===== src/rtl/regfile_write_router.sv =====
// Write-side front end for the dual-port register file: steers one request
// stream into per-bank FIFOs that drain independently onto two write ports.
module regfile_write_router #(
  parameter int DATA_W = 8,
  parameter int DEPTH  = 4,
  parameter int LVL_W  = $clog2(DEPTH) + 1
) (
  input  logic              clk,
  input  logic              rst,
  input  logic              req_valid,
  input  logic [3:0]        req_addr,
  input  logic [DATA_W-1:0] req_data,
  output logic              req_ready,
  input  logic              stall,
  output logic              wr_en_1,
  output logic [2:0]        wr_addr_1,
  output logic [DATA_W-1:0] data_in_1,
  output logic              wr_en_2,
  output logic [2:0]        wr_addr_2,
  output logic [DATA_W-1:0] data_in_2,
  output logic [LVL_W-1:0]  level_lo,
  output logic [LVL_W-1:0]  level_hi,
  output logic              idle
);

  localparam int PW = $clog2(DEPTH);
  localparam int EW = 3 + DATA_W;

  typedef logic [EW-1:0] entry_t;

  entry_t              mem_q   [2][DEPTH];
  logic [PW-1:0]       wp_q    [2];
  logic [PW-1:0]       wp_d    [2];
  logic [PW-1:0]       rp_q    [2];
  logic [PW-1:0]       rp_d    [2];
  logic [LVL_W-1:0]    lvl_q   [2];
  logic [LVL_W-1:0]    lvl_d   [2];
  logic                wen_q   [2];
  logic [2:0]          waddr_q [2];
  logic [DATA_W-1:0]   wdata_q [2];

  logic       sel;
  logic [1:0] full;
  logic [1:0] push;
  logic [1:0] pop;

  always_comb begin
    sel = req_addr[3];
    for (int b = 0; b < 2; b++) begin
      full[b]  = (lvl_q[b] == LVL_W'(DEPTH));
      pop[b]   = !stall && (lvl_q[b] != '0);
      push[b]  = req_valid && !full[b] && (sel == 1'(b));
      wp_d[b]  = push[b] ? wp_q[b] + PW'(1) : wp_q[b];
      rp_d[b]  = pop[b]  ? rp_q[b] + PW'(1) : rp_q[b];
      lvl_d[b] = lvl_q[b] + LVL_W'(push[b]) - LVL_W'(pop[b]);
    end
    req_ready = !full[sel];
  end

  // Storage needs no reset; only pointers and levels define validity.
  always_ff @(posedge clk) begin
    for (int b = 0; b < 2; b++) begin
      if (!rst && push[b]) begin
        mem_q[b][wp_q[b]] <= {req_addr[2:0], req_data};
      end
    end
  end

  always_ff @(posedge clk) begin
    if (rst) begin
      for (int b = 0; b < 2; b++) begin
        wp_q[b]    <= '0;
        rp_q[b]    <= '0;
        lvl_q[b]   <= '0;
        wen_q[b]   <= 1'b0;
        waddr_q[b] <= '0;
        wdata_q[b] <= '0;
      end
    end else begin
      for (int b = 0; b < 2; b++) begin
        wp_q[b]  <= wp_d[b];
        rp_q[b]  <= rp_d[b];
        lvl_q[b] <= lvl_d[b];
        wen_q[b] <= pop[b];
        if (pop[b]) begin
          {waddr_q[b], wdata_q[b]} <= mem_q[b][rp_q[b]];
        end
      end
    end
  end

  assign wr_en_1   = wen_q[0];
  assign wr_addr_1 = waddr_q[0];
  assign data_in_1 = wdata_q[0];
  assign wr_en_2   = wen_q[1];
  assign wr_addr_2 = waddr_q[1];
  assign data_in_2 = wdata_q[1];
  assign level_lo  = lvl_q[0];
  assign level_hi  = lvl_q[1];
  assign idle      = (lvl_q[0] == '0) && (lvl_q[1] == '0)
                   && !wen_q[0] && !wen_q[1];

endmodule

===== config.mk =====
export PLATFORM = sky130hd
export DESIGN_NAME = regfile_write_router
export DESIGN_NICKNAME = d
export VERILOG_FILES = /design/src/rtl/regfile_write_router.sv
export SDC_FILE = /design/constraint.sdc
export NUM_CORES = 1
export LEC_CHECK = 0
export CAP_MARGIN = 20
export CORE_MARGIN = 10
export CORE_UTILIZATION = 50
export CTS_CLUSTER_SIZE = 20
export DETAILED_ROUTE_END_ITERATION = 10
export GPL_TIMING_DRIVEN = 0
export PLACE_DENSITY = 0.81
export SLEW_MARGIN = 20
export SYNTH_ARGS = -nofsm -noshare
export SYNTH_HDL_FRONTEND = slang
export SYNTH_SLANG_ARGS = --single-unit

===== constraint.sdc =====
create_clock -name clk -period 1.75 [get_ports clk]
set_clock_uncertainty 0.05 [all_clocks]
set_input_delay 0.4375 -clock clk [delete_from_list [all_inputs] [get_ports clk]]
set_output_delay 0.4375 -clock clk [all_outputs]
set_load 0.01 [all_outputs]

Yosys cells after proc, flatten, opt, wreduce, memory -nomap -nowiden
Memories as Yosys holds them, arrays and structs flattened.
Cells that the tools add are included.
- bits in registers: 22
- memory bits (writable): 104
- bits of input ports: 16
- output and inout port bits: 32
- logic and storage cells: 98
- memories kept: 5
- memory list (memory ; words ; bits a word ; rd ports ; clocked after memory_dff ; wr ports ; RTL line ; source):
    mem_q ; 2 ; 44 ; 2 ; 0 ; 1 ; 31 ; entry_t mem_q [2][DEPTH];
    lvl_q ; 2 ; 3 ; 2 ; 0 ; 2 ; 36 ; logic [LVL_W-1:0] lvl_q [2];
    rp_q ; 2 ; 2 ; 2 ; 0 ; 2 ; 34 ; logic [PW-1:0] rp_q [2];
    wp_q ; 2 ; 2 ; 2 ; 0 ; 2 ; 32 ; logic [PW-1:0] wp_q [2];
    wen_q ; 2 ; 1 ; 2 ; 0 ; 2 ; 38 ; logic wen_q [2];
- $add $sub $neg: 8
- order comparisons: 7
- equality and inequality tests: 2
- multiplexer cells: 34
- bitwise logic cells: 13
- reductions and logical operators: 25
- operator list (operator ; count):
    44-bit two-way mux ; 4
    11-bit two-way mux ; 6
    11-bit binary-select mux with 2-bit select ; 2
    11-bit demux with 2-bit select ; 2
    44-bit OR reduction ; 1
    2-bit two-way mux ; 8
    1-bit logical AND ; 13
    3-bit greater-or-equal comparator, second input constant ; 4
    2-bit NOT with 3-bit output ; 4
    1-bit two-way mux ; 10
    2-bit by 1-bit adder with 2-bit output, second input constant ; 4
    1-bit OR ; 8
    1-bit logical NOT ; 7
    3-bit by 1-bit adder with 3-bit output ; 2
    3-bit == test, second input constant ; 2
    3-bit logical NOT ; 2
    3-bit by 1-bit less-than comparator with 1-bit output, second input constant ; 2
    3-bit two-way mux ; 2
    3-bit nonzero test ; 2
    3-bit by 1-bit subtractor with 3-bit output ; 2
    1-bit by 2-bit less-than comparator with 1-bit output, second input constant ; 1
    1-bit NOT ; 1

Logic depth before layout (Yosys ltp)
Gate-level depths: netlist of the first run.
- word-level depth: 9
- mapped depth: 9
- depth with buffers taken out: 9

Least setup slack after synthesis of the first run
Ideal clock, no wire load.
- kind: reg2reg
- from: mem lvl_q[0][1] (netlist name)
- to: mem lvl_q[0][2] (netlist name)
- setup time: 0.126 ns
- arrival: 1.826 ns
- required time: 1.574 ns
- setup slack: -0.253 ns
- stages on the path, launching flop included: 10
- path buffers: 0
- clock period less this slack: 2.003 ns
- cells stage by stage: dfxtp_1 -> nor3_1 -> nor2_1 -> ha_1 -> inv_1 -> ha_1 -> inv_1 -> fa_1 -> xnor2_1 -> nor2_1
- RTL lines (what ; RTL line):
    start, declared ; 36

==> impl_metrics.env, run 1 <==
export IMPL_status="finished, violations left"
export IMPL_violations="negative setup slack"
export IMPL_fin_crit_sh=1.22
export IMPL_worstSetupEndpointType="output pin"
export IMPL_cts_path_max_buffers=2
export IMPL_dp_hpwl_mm=6.36
export IMPL_synth_top_cell_by_area="edfxtp_1"
export IMPL_cts_tree="done"
export IMPL_final_min_clock_period_ns=2.13
export IMPL_reg2reg_slack_ns=-0.34
export IMPL_finalNetCount=398
export IMPL_drive_gt1_frac=0.336
export IMPL_vias=2874
export IMPL_ant_nets=0
export IMPL_swShare=0.278
export IMPL_gp_congestion=0.741
export IMPL_area_growth_pct=31.8
export IMPL_h_tree_depth=4
export IMPL_clk_pin_slew_worst_paths_ns=0.06
export IMPL_power_frac_seq=0.391
export IMPL_start_util=0.520
export IMPL_max_freq_mhz=470
export IMPL_diodes=0
export IMPL_synth_fp_nets=302
export IMPL_insertion_delay_ns=0.51
export IMPL_p_int_mw=6.83
export IMPL_final_cell_mix="88 x edfxtp_1, 30 x dfxtp_1, 27 x dlygate4sd2_1"
export IMPL_clock_sinks=126
export IMPL_final_common_cell="edfxtp_1"
export IMPL_syn_cell_area_sq_mm=0.00487
export IMPL_hold_viol_final=0
export IMPL_arrival_ns=1.64
export IMPL_die_height_um=119
export IMPL_filler_cell_count=617
export IMPL_finish_utilization=0.685
export IMPL_grt_usage=0.169
export IMPL_grt_setup_unrepaired="true"
export IMPL_avgSynthCellArea_sq_um=17.9
export IMPL_routedWlPerCell_um=23.8
export IMPL_die_w_um=119
export IMPL_path_max_fanout=2
export IMPL_core_area_sq_mm=0.00937
export IMPL_antenna_found_initial=0
export IMPL_die_area_sq_mm=0.0141
export IMPL_rows=35
export IMPL_synthesis_instances=272
export IMPL_clkPwrFrac=0.347
export IMPL_yosys_top_cells_area="edfxtp_1 54%, dfxtp_1 16%, mux4_2 7.4%"
export IMPL_ioPinCount=48
export IMPL_portBuffers=46
export IMPL_drt_wl_total_mm=12.1
export IMPL_first_iter_violations=247
export IMPL_max_slew_margin_rel=0.659
export IMPL_setup_ws_ns=-0.378
export IMPL_synth_seq_cells=126
export IMPL_worstMarginPinSlew_ns=0.508
export IMPL_yosysTopAreaCellShare=0.542
export IMPL_p_leak_nw=2.42
export IMPL_drv_slew=0
export IMPL_cts_buffers=17
export IMPL_worstPathRequired_ns=1.26
export IMPL_cts_root_buf="clkbuf_8"
export IMPL_synth_yosys_seq_area_share=0.699
export IMPL_ys_warn_count=0
export IMPL_place_ws_ns=-0.780
export IMPL_viasPerCell=5.64
export IMPL_grt_pass1_wl_mm=18.0
export IMPL_grt_overflow_total=0
export IMPL_multi_input_area_sq_mm=0.00150
export IMPL_ys_types=38
export IMPL_grt_pass1_vias=3094
export IMPL_critPathLaunchType="flop"
export IMPL_setup_viol=59
export IMPL_drv_cap=0
export IMPL_ir_worst_vdd_uv=1330
export IMPL_crit_type="reg2out"
export IMPL_holdCritPathClass="in2reg"
export IMPL_switching_power_mw=2.63
export IMPL_drt_pass1_iter_count=4
export IMPL_powerDensity_mw_per_mm2=1470
export IMPL_p_comb_frac=0.261
export IMPL_drc=0
export IMPL_ff_latch_area_sq_mm=0.00343
export IMPL_grt_max_degree=17
cells in the mapped netlist:
cell type / instances
a21oi_2: 2
o21ai_0: 4
nor2b_1: 2
fa_1: 2
o21a_1: 2
nand2b_1: 1
nor3b_1: 2
nor3b_2: 2
buf_12: 1
nor3_1: 4
a31o_2: 2
a311oi_1: 2
nand2_1: 1
nor2_1: 10
nor4b_1: 1
inv_1: 13
or3_1: 4
dfxtp_1: 38
buf_6: 2
o21ba_2: 2
ha_1: 12
mux4_1: 6
xnor2_1: 2
a22o_1: 22
mux4_2: 16
a21oi_1: 4
clkbuf_1: 1
buf_8: 1
or3_4: 2
xor2_1: 2
edfxtp_1: 88
and2_1: 8
buf_1: 2
nor4_1: 1
buf_2: 4
nor4bb_1: 1
buf_4: 2
mux2i_1: 1
flip-flops by register name, indices dropped and copies added (netlist names):
| signal | flops |
|---|---|
| rp_q | 4 |
| wp_q | 4 |
| data_in_1 | 8 |
| wr_addr_2 | 3 |
| wr_addr_1 | 3 |
| lvl_q | 6 |
| mem_q | 88 |
| wen_q | 2 |
| data_in_2 | 8 |
logic make-up (layout without fill, tap and decap cells):
group | count (synthesis) | after routing | share of synthesized area
multiplexers | 23 | 23 | 0.108
adder cells (fa/ha/maj) | 14 | 14 | 0.0390
flip-flops | 126 | 126 | 0.699
AND/OR/NAND/NOR | 39 | 46 | 0.0498
buffers and inverters | 26 | 128 | 0.0313
AO/OA/AOI/OAI | 40 | 40 | 0.0657
XOR/XNOR | 4 | 4 | 0.00719
through the flow:
| stage | power, mW | setup TNS [ns] | hold slack, ns | cells | cell area (sq um) |
|---|---|---|---|---|---|
| 2_1_floorplan | 4.98 | -0.199 | 0.442 | 272 | 4920 |
| 3_3_place_gp | 5.70 | -69.98 | 0.407 | 447 | 5550 |
| 3_5_place_dp | 5.76 | -72.11 | 0.415 | 447 | 5550 |
| 4_1_cts | 9.29 | -3.78 | 0.221 | 505 | 6360 |
| 5_1_grt | 9.87 | -14.79 | 0.266 | 510 | 6420 |
| 6_report | 9.46 | -12.12 | 0.258 | 510 | 6420 |
area by class of cell:
cell class / instances / area share
Multi-Input combinational cell: 127 / 0.234
Clock buffer: 19 / 0.0672
Buffer: 13 / 0.0173
Inverter: 13 / 0.00760
Timing Repair Buffer: 70 / 0.0965
Sequential cell: 126 / 0.534
Clock inverter: 13 / 0.0191
Tap cell: 129 / 0.0251
path summary, 6_finish.rpt:
check                             startpoint            to  depth (start not counted)
worst min-delay path                   stall    rp_q[0][2]                          3
worst max register to register   lvl_q[0][5]   lvl_q[0][4]                         10
worst min register to register  data_in_2[3]  data_in_2[3]                          1
worst max-delay path             lvl_q[0][5]          idle                          3
power groups by stage:
stage	registers [mW]	clock network (mW)	logic [mW]
after CTS	3.69	3.30	2.30
after global placement	3.75	0	1.95
after detailed placement	3.77	0	1.99
after global routing	3.73	3.46	2.68
final	3.70	3.29	2.47
after floorplan	3.81	0	1.17
per-layer routing:
metal / vias up / global-route usage / part of all wire
met5: - / 0 / 0
met4: 0 / 0.0809 / 0.019
met3: 19 / 0.0562 / 0.069
met2: 130 / 0.288 / 0.53
met1: 1459 / 0.187 / 0.38
li1: 1266 / - / -
timing repair:
item,CTS,global route
endpoints found under the setup margin,130,102
pin swaps,14,4
gates resized for setup,75,16
setup buffers,19,7
hold buffers,0,0
cloned,7,0
critical path, cell delays in order (launching register included):
cell and delay (ns):
dfxtp_4 0.35, or3_4 0.41, nor4_4 0.20, buf_2 0.17
Note: power is estimated with default switching activity, not from simulation.
==> run 2, diff against run 1 <==
--- a/config.mk
+++ b/config.mk
@@ -6,7 +6,7 @@
 export NUM_CORES = 1
 export LEC_CHECK = 0
 export CAP_MARGIN = 20
-export CORE_MARGIN = 10
+export CORE_MARGIN = 8
 export CORE_UTILIZATION = 50
 export CTS_CLUSTER_SIZE = 20
 export DETAILED_ROUTE_END_ITERATION = 10
==> run 2 against run 1 <==
Against the previous run: sequential share of layout area fell by 0.66 points; critical path depth did not move; worst hold slack better by 0.0011 ns; register-to-register slack improved by 0.04 ns; largest power group unchanged; power increased by 3.1%; the flow still finishes with violations (negative setup slack); utilization fell by 0.76 points; flip-flop and latch count unchanged; largest cell class unchanged; non-clock buffer count rose by 1.
==> impl_metrics.env, run 2 (synthesis gave the netlist of run 1 again) <==
export IMPL_ant_nets=0
export IMPL_setup_ws_ns=-0.374
export IMPL_cts_tree="done"
export IMPL_grt_setup_unrepaired="true"
export IMPL_portBuffers=46
export IMPL_path_max_fanout=3
export IMPL_cts_path_max_buffers=2
export IMPL_drc=0
export IMPL_holdCritPathClass="in2reg"
export IMPL_placed_area_sq_mm=0.00555
export IMPL_core_area_sq_mm=0.00959
export IMPL_clock_sinks=126
export IMPL_gp_congestion=0.757
export IMPL_hold_viol_final=0
export IMPL_insertion_delay_ns=0.51
export IMPL_crit_type="reg2out"
export IMPL_multi_input_area_sq_mm=0.00150
export IMPL_dp_hpwl_mm=6.24
export IMPL_grt_pass1_wl_mm=16.2
export IMPL_fin_crit_sh=1.21
export IMPL_status="finished, violations left"
export IMPL_holdWs_ns=0.259
export IMPL_cts_root_buf="clkbuf_8"
export IMPL_drv_slew=0
export IMPL_grt_pass1_vias=2869
export IMPL_diodes=0
export IMPL_finalNetCount=399
export IMPL_h_tree_depth=4
export IMPL_fin_setup_tns_ns=-2.87
export IMPL_worstMarginPinSlew_ns=0.561
export IMPL_routedWlPerCell_um=21.8
export IMPL_die_w_um=115
export IMPL_max_slew_margin_rel=0.626
export IMPL_die_area_sq_mm=0.0132
export IMPL_vias=2886
export IMPL_cts_hold_buf=0
export IMPL_total_power_mw=9.75
export IMPL_grt_max_degree=17
export IMPL_antenna_found_initial=0
export IMPL_critPathLaunchType="flop"
export IMPL_ir_worst_vdd_uv=977
export IMPL_worstPathRequired_ns=1.26
export IMPL_final_cell_mix="88 x edfxtp_1, 32 x dfxtp_1, 26 x dlygate4sd2_1"
export IMPL_die_height_um=115
export IMPL_final_common_cell="edfxtp_1"
export IMPL_filler_cell_count=621
export IMPL_drt_wl_total_mm=11.2
export IMPL_rows=36
export IMPL_start_util=0.508
export IMPL_first_iter_violations=224
export IMPL_ff_latch_area_sq_mm=0.00343
export IMPL_grt_overflow_total=0
export IMPL_setup_viol=38
export IMPL_drive_gt1_frac=0.353
export IMPL_area_growth_pct=33.4
export IMPL_violations="negative setup slack"
export IMPL_grt_usage=0.171
export IMPL_design_area_sq_mm=0.00650
export IMPL_final_min_clock_period_ns=2.12
export IMPL_largest_reg_flops=88
export IMPL_finalNonFillerCells=515
export IMPL_clk_pin_slew_worst_paths_ns=0.06
export IMPL_ioPinCount=48
export IMPL_worstSetupEndpointType="output pin"
export IMPL_drt_pass1_iter_count=5
export IMPL_cts_buffers=17
export IMPL_drv_cap=0
export IMPL_max_freq_mhz=471
export IMPL_viasPerCell=5.60
export IMPL_arrival_ns=1.64
export IMPL_place_inst=451
export IMPL_p_leak_nw=2.46
export IMPL_powerDensity_mw_per_mm2=1500
## run 2: changes by cell type in the layout (fill, tap and decap cells not counted), sizes merged
cell	delta
buf	+2
bufinv	+1
clkinv	-2
dlygate4sd2	-1
clkinvlp	-1
inv	+2
## run 2: worst paths after layout
path | slack [ns] | start | cells past startpoint | end
worst max-delay path | -0.37 | lvl_q[0][2] | 3 | idle
worst min-delay path | 0.26 | stall | 3 | rp_q[0][2]
worst max register to register | -0.30 | lvl_q[0][2] | 9 | lvl_q[0][1]
worst min register to register | 0.42 | data_in_1[0] | 1 | data_in_1[0]
## run 2: final cells by class
cell class	instances	area share
tap	133	0.0256
clock buffer	19	0.0664
timing repair buffer	71	0.0997
sequential	126	0.527
multi-input combinational	127	0.231
clock inverter	13	0.0252
inverter	13	0.00751
buffer	13	0.0175
## run 2: power by group
part           switching, mW  internal, mW  total, mW
logic                   1.20          1.39       2.59
registers              0.182          3.49       3.67
clock network           1.28          2.21       3.49
## run 2: per-layer routing
layer	global-route usage	share of wire	up-vias
li1	-	-	1270
met1	0.192	0.39	1466
met2	0.294	0.51	134
met3	0.0591	0.085	16
met4	0.0683	0.015	0
met5	0	0	-
## run 2: worst max-delay path, stage by stage, from the launching register on
cell,delay [ns]
dfxtp_4,0.36
or3_4,0.39
nor4_2,0.20
buf_2,0.17
## run 2: timing repair
action | 4_1_cts | 5_1_grt
setup buffers | 17 | 10
setup endpoints to repair | 124 | 106
hold endpoints to repair | 0 | 0
gates cloned | 4 | 3
pin swaps | 12 | 9
gates resized for setup | 78 | 22
## run 2: through the flow
stage	setup slack [ns]	utilization
global route	-0.419	0.678
detailed placement	-0.863	0.579
finish	-0.374	0.678
global placement	-0.798	0.579
CTS	-0.394	0.663
floorplan	-0.0718	-
==> run 3, diff against run 2 <==
--- a/config.mk
+++ b/config.mk
@@ -6,6 +6,7 @@
 export NUM_CORES = 1
 export LEC_CHECK = 0
 export CAP_MARGIN = 20
+export CORE_ASPECT_RATIO = 0.7
 export CORE_MARGIN = 8
 export CORE_UTILIZATION = 50
 export CTS_CLUSTER_SIZE = 20
==> run 3 against run 2 <==
Against the previous run: the flow still finishes with violations (negative setup slack); final cell count decreased by 0.97%; count of clock-buffer cells in the layout unchanged; final area decreased by 0.13%; die area increased by 0.38%; register-to-register slack improved by 0.02 ns; power increased by 1.5%; worst hold slack improved by 0.10 ns; routed wire length about the same; clock power increased by 4%; highest routed layer unchanged.
==> impl_metrics.env, run 3 (synthesis gave the netlist of run 1 again) <==
export IMPL_viasPerCell=5.66
export IMPL_final_common_cell="edfxtp_1"
export IMPL_gp_congestion=0.726
export IMPL_drt_pass1_iter_count=5
export IMPL_core_area_sq_mm=0.00957
export IMPL_worstPathRequired_ns=1.26
export IMPL_largest_reg_flops=88
export IMPL_critPathLaunchType="flop"
export IMPL_first_iter_violations=314
export IMPL_grt_pass1_vias=3039
export IMPL_finish_utilization=0.678
export IMPL_insertion_delay_ns=0.41
export IMPL_die_height_um=98.6
export IMPL_start_util=0.509
export IMPL_ioPinCount=48
export IMPL_reg2reg_depth=10
export IMPL_min_path_cells=3
export IMPL_worstSetupEndpointType="output pin"
export IMPL_cts_tree="done"
export IMPL_p_leak_nw=2.47
export IMPL_area_growth_pct=33.3
export IMPL_path_max_fanout=3
export IMPL_diodes=0
export IMPL_filler_cell_count=588
export IMPL_slowest_delay_ns=0.40
export IMPL_holdWs_ns=0.362
export IMPL_crit_start="lvl_q[0][2]"
export IMPL_worstHoldStart="stall"
export IMPL_grt_pass1_wl_mm=16.8
export IMPL_drv_cap=0
export IMPL_multi_input_area_sq_mm=0.00149
export IMPL_ir_worst_vdd_uv=881
export IMPL_worstMarginPinSlew_ns=0.530
export IMPL_max_freq_mhz=483
export IMPL_powerDensity_mw_per_mm2=1520
export IMPL_drv_slew=0
export IMPL_ff_latch_area_sq_mm=0.00343
export IMPL_portBuffers=46
export IMPL_hold_viol_final=0
export IMPL_whs_endpoint="rp_q[0][0]"
export IMPL_r2r_end="lvl_q[0][2]"
export IMPL_final_cell_mix="88 x edfxtp_1, 32 x dfxtp_1, 32 x dlygate4sd2_1"
export IMPL_worstPathCellList="or3_4, nor4_4, buf_2"
export IMPL_dp_hpwl_mm=6.32
export IMPL_max_slew_margin_rel=0.646
export IMPL_die_area_sq_mm=0.0132
export IMPL_cts_hold_buf=0
export IMPL_drc=0
export IMPL_h_tree_depth=4
export IMPL_routedWlPerCell_um=22.0
export IMPL_rows=30
export IMPL_reg2reg_slack_ns=-0.28
export IMPL_arrival_ns=1.58
export IMPL_vias=2889
export IMPL_cts_root_buf="clkbuf_16"
export IMPL_drt_wl_total_mm=11.2
export IMPL_final_min_clock_period_ns=2.07
export IMPL_setup_viol=72
export IMPL_status="finished, violations left"
export IMPL_clk_pin_slew_worst_paths_ns=0.06
export IMPL_grt_overflow_total=0
export IMPL_die_w_um=134
export IMPL_holdCritPathClass="in2reg"
export IMPL_clock_sinks=126
export IMPL_antenna_found_initial=0
export IMPL_cts_buffers=17
export IMPL_grt_usage=0.172
export IMPL_fin_crit_sh=1.18
export IMPL_critPathSlowestCell="or3_4"
export IMPL_cts_path_max_buffers=2
export IMPL_grt_setup_unrepaired="true"
export IMPL_crit_type="reg2out"
export IMPL_drive_gt1_frac=0.330
export IMPL_setup_ws_ns=-0.319
export IMPL_r2r_start="lvl_q[0][2]"
export IMPL_violations="negative setup slack"
export IMPL_grt_max_degree=17
export IMPL_ant_nets=0
export IMPL_finalNetCount=399
## run 3: worst max-delay path: cells and delay by family (launching register included)
| family | cells | cell delay (ns) |
|---|---|---|
| buffers and inverters | 1 | 0.19 |
| flip-flops | 1 | 0.35 |
| AND/OR/NAND/NOR | 2 | 0.63 |
## run 3: area by class of cell
| class | instances | share of cell area |
|---|---|---|
| Sequential cell | 126 | 0.528 |
| Multi-Input combinational cell | 126 | 0.230 |
| Timing Repair Buffer | 72 | 0.0985 |
| Clock buffer | 19 | 0.0682 |
| Clock inverter | 13 | 0.0262 |
| Tap cell | 128 | 0.0247 |
| Buffer | 13 | 0.0172 |
| Inverter | 13 | 0.00752 |
## run 3: what timing repair did
item | in CTS | in global routing
setup buffers | 20 | 6
setup endpoints to repair | 124 | 82
gates resized for setup | 74 | 9
pin swaps | 14 | 3
gates cloned | 6 | 0
## run 3: how the worst max path moves through the flow
stage / end / depth (start not counted)
after floorplan: lvl_q[0][1] / 8
after global placement: mem_q[0][39] / 4
after detailed placement: mem_q[0][39] / 4
after CTS: idle / 3
after global routing: idle / 3
final: idle / 3
## run 3: per-layer routing
layer,GRT usage,up-vias,share of wire
li1,-,1277,-
met4,0.0791,0,0.017
met3,0.0640,16,0.081
met5,0,-,0
met1,0.201,1456,0.42
met2,0.279,140,0.48
## run 3: where the power goes
group	internal [mW]	switching (mW)	leakage, nW	total, mW
registers	3.49	0.208	1.11	3.70
clock network	2.40	1.24	0.294	3.64
logic	1.37	1.20	1.07	2.56
total	7.25	2.65	2.47	9.90
## run 3: per-stage QoR
stage / std cells / area (sq um) / worst slack [ns] / setup TNS (ns) / power [mW]
after floorplan: 272 / 4920 / -0.0718 / -0.199 / 4.98
final: 510 / 6490 / -0.319 / -4.64 / 9.90
after global routing: 510 / 6490 / -0.362 / -7.90 / 10.3
after detailed placement: 446 / 5550 / -0.809 / -74.25 / 5.79
after global placement: 446 / 5550 / -0.759 / -69.31 / 5.71
after CTS: 504 / 6410 / -0.296 / -2.26 / 9.72
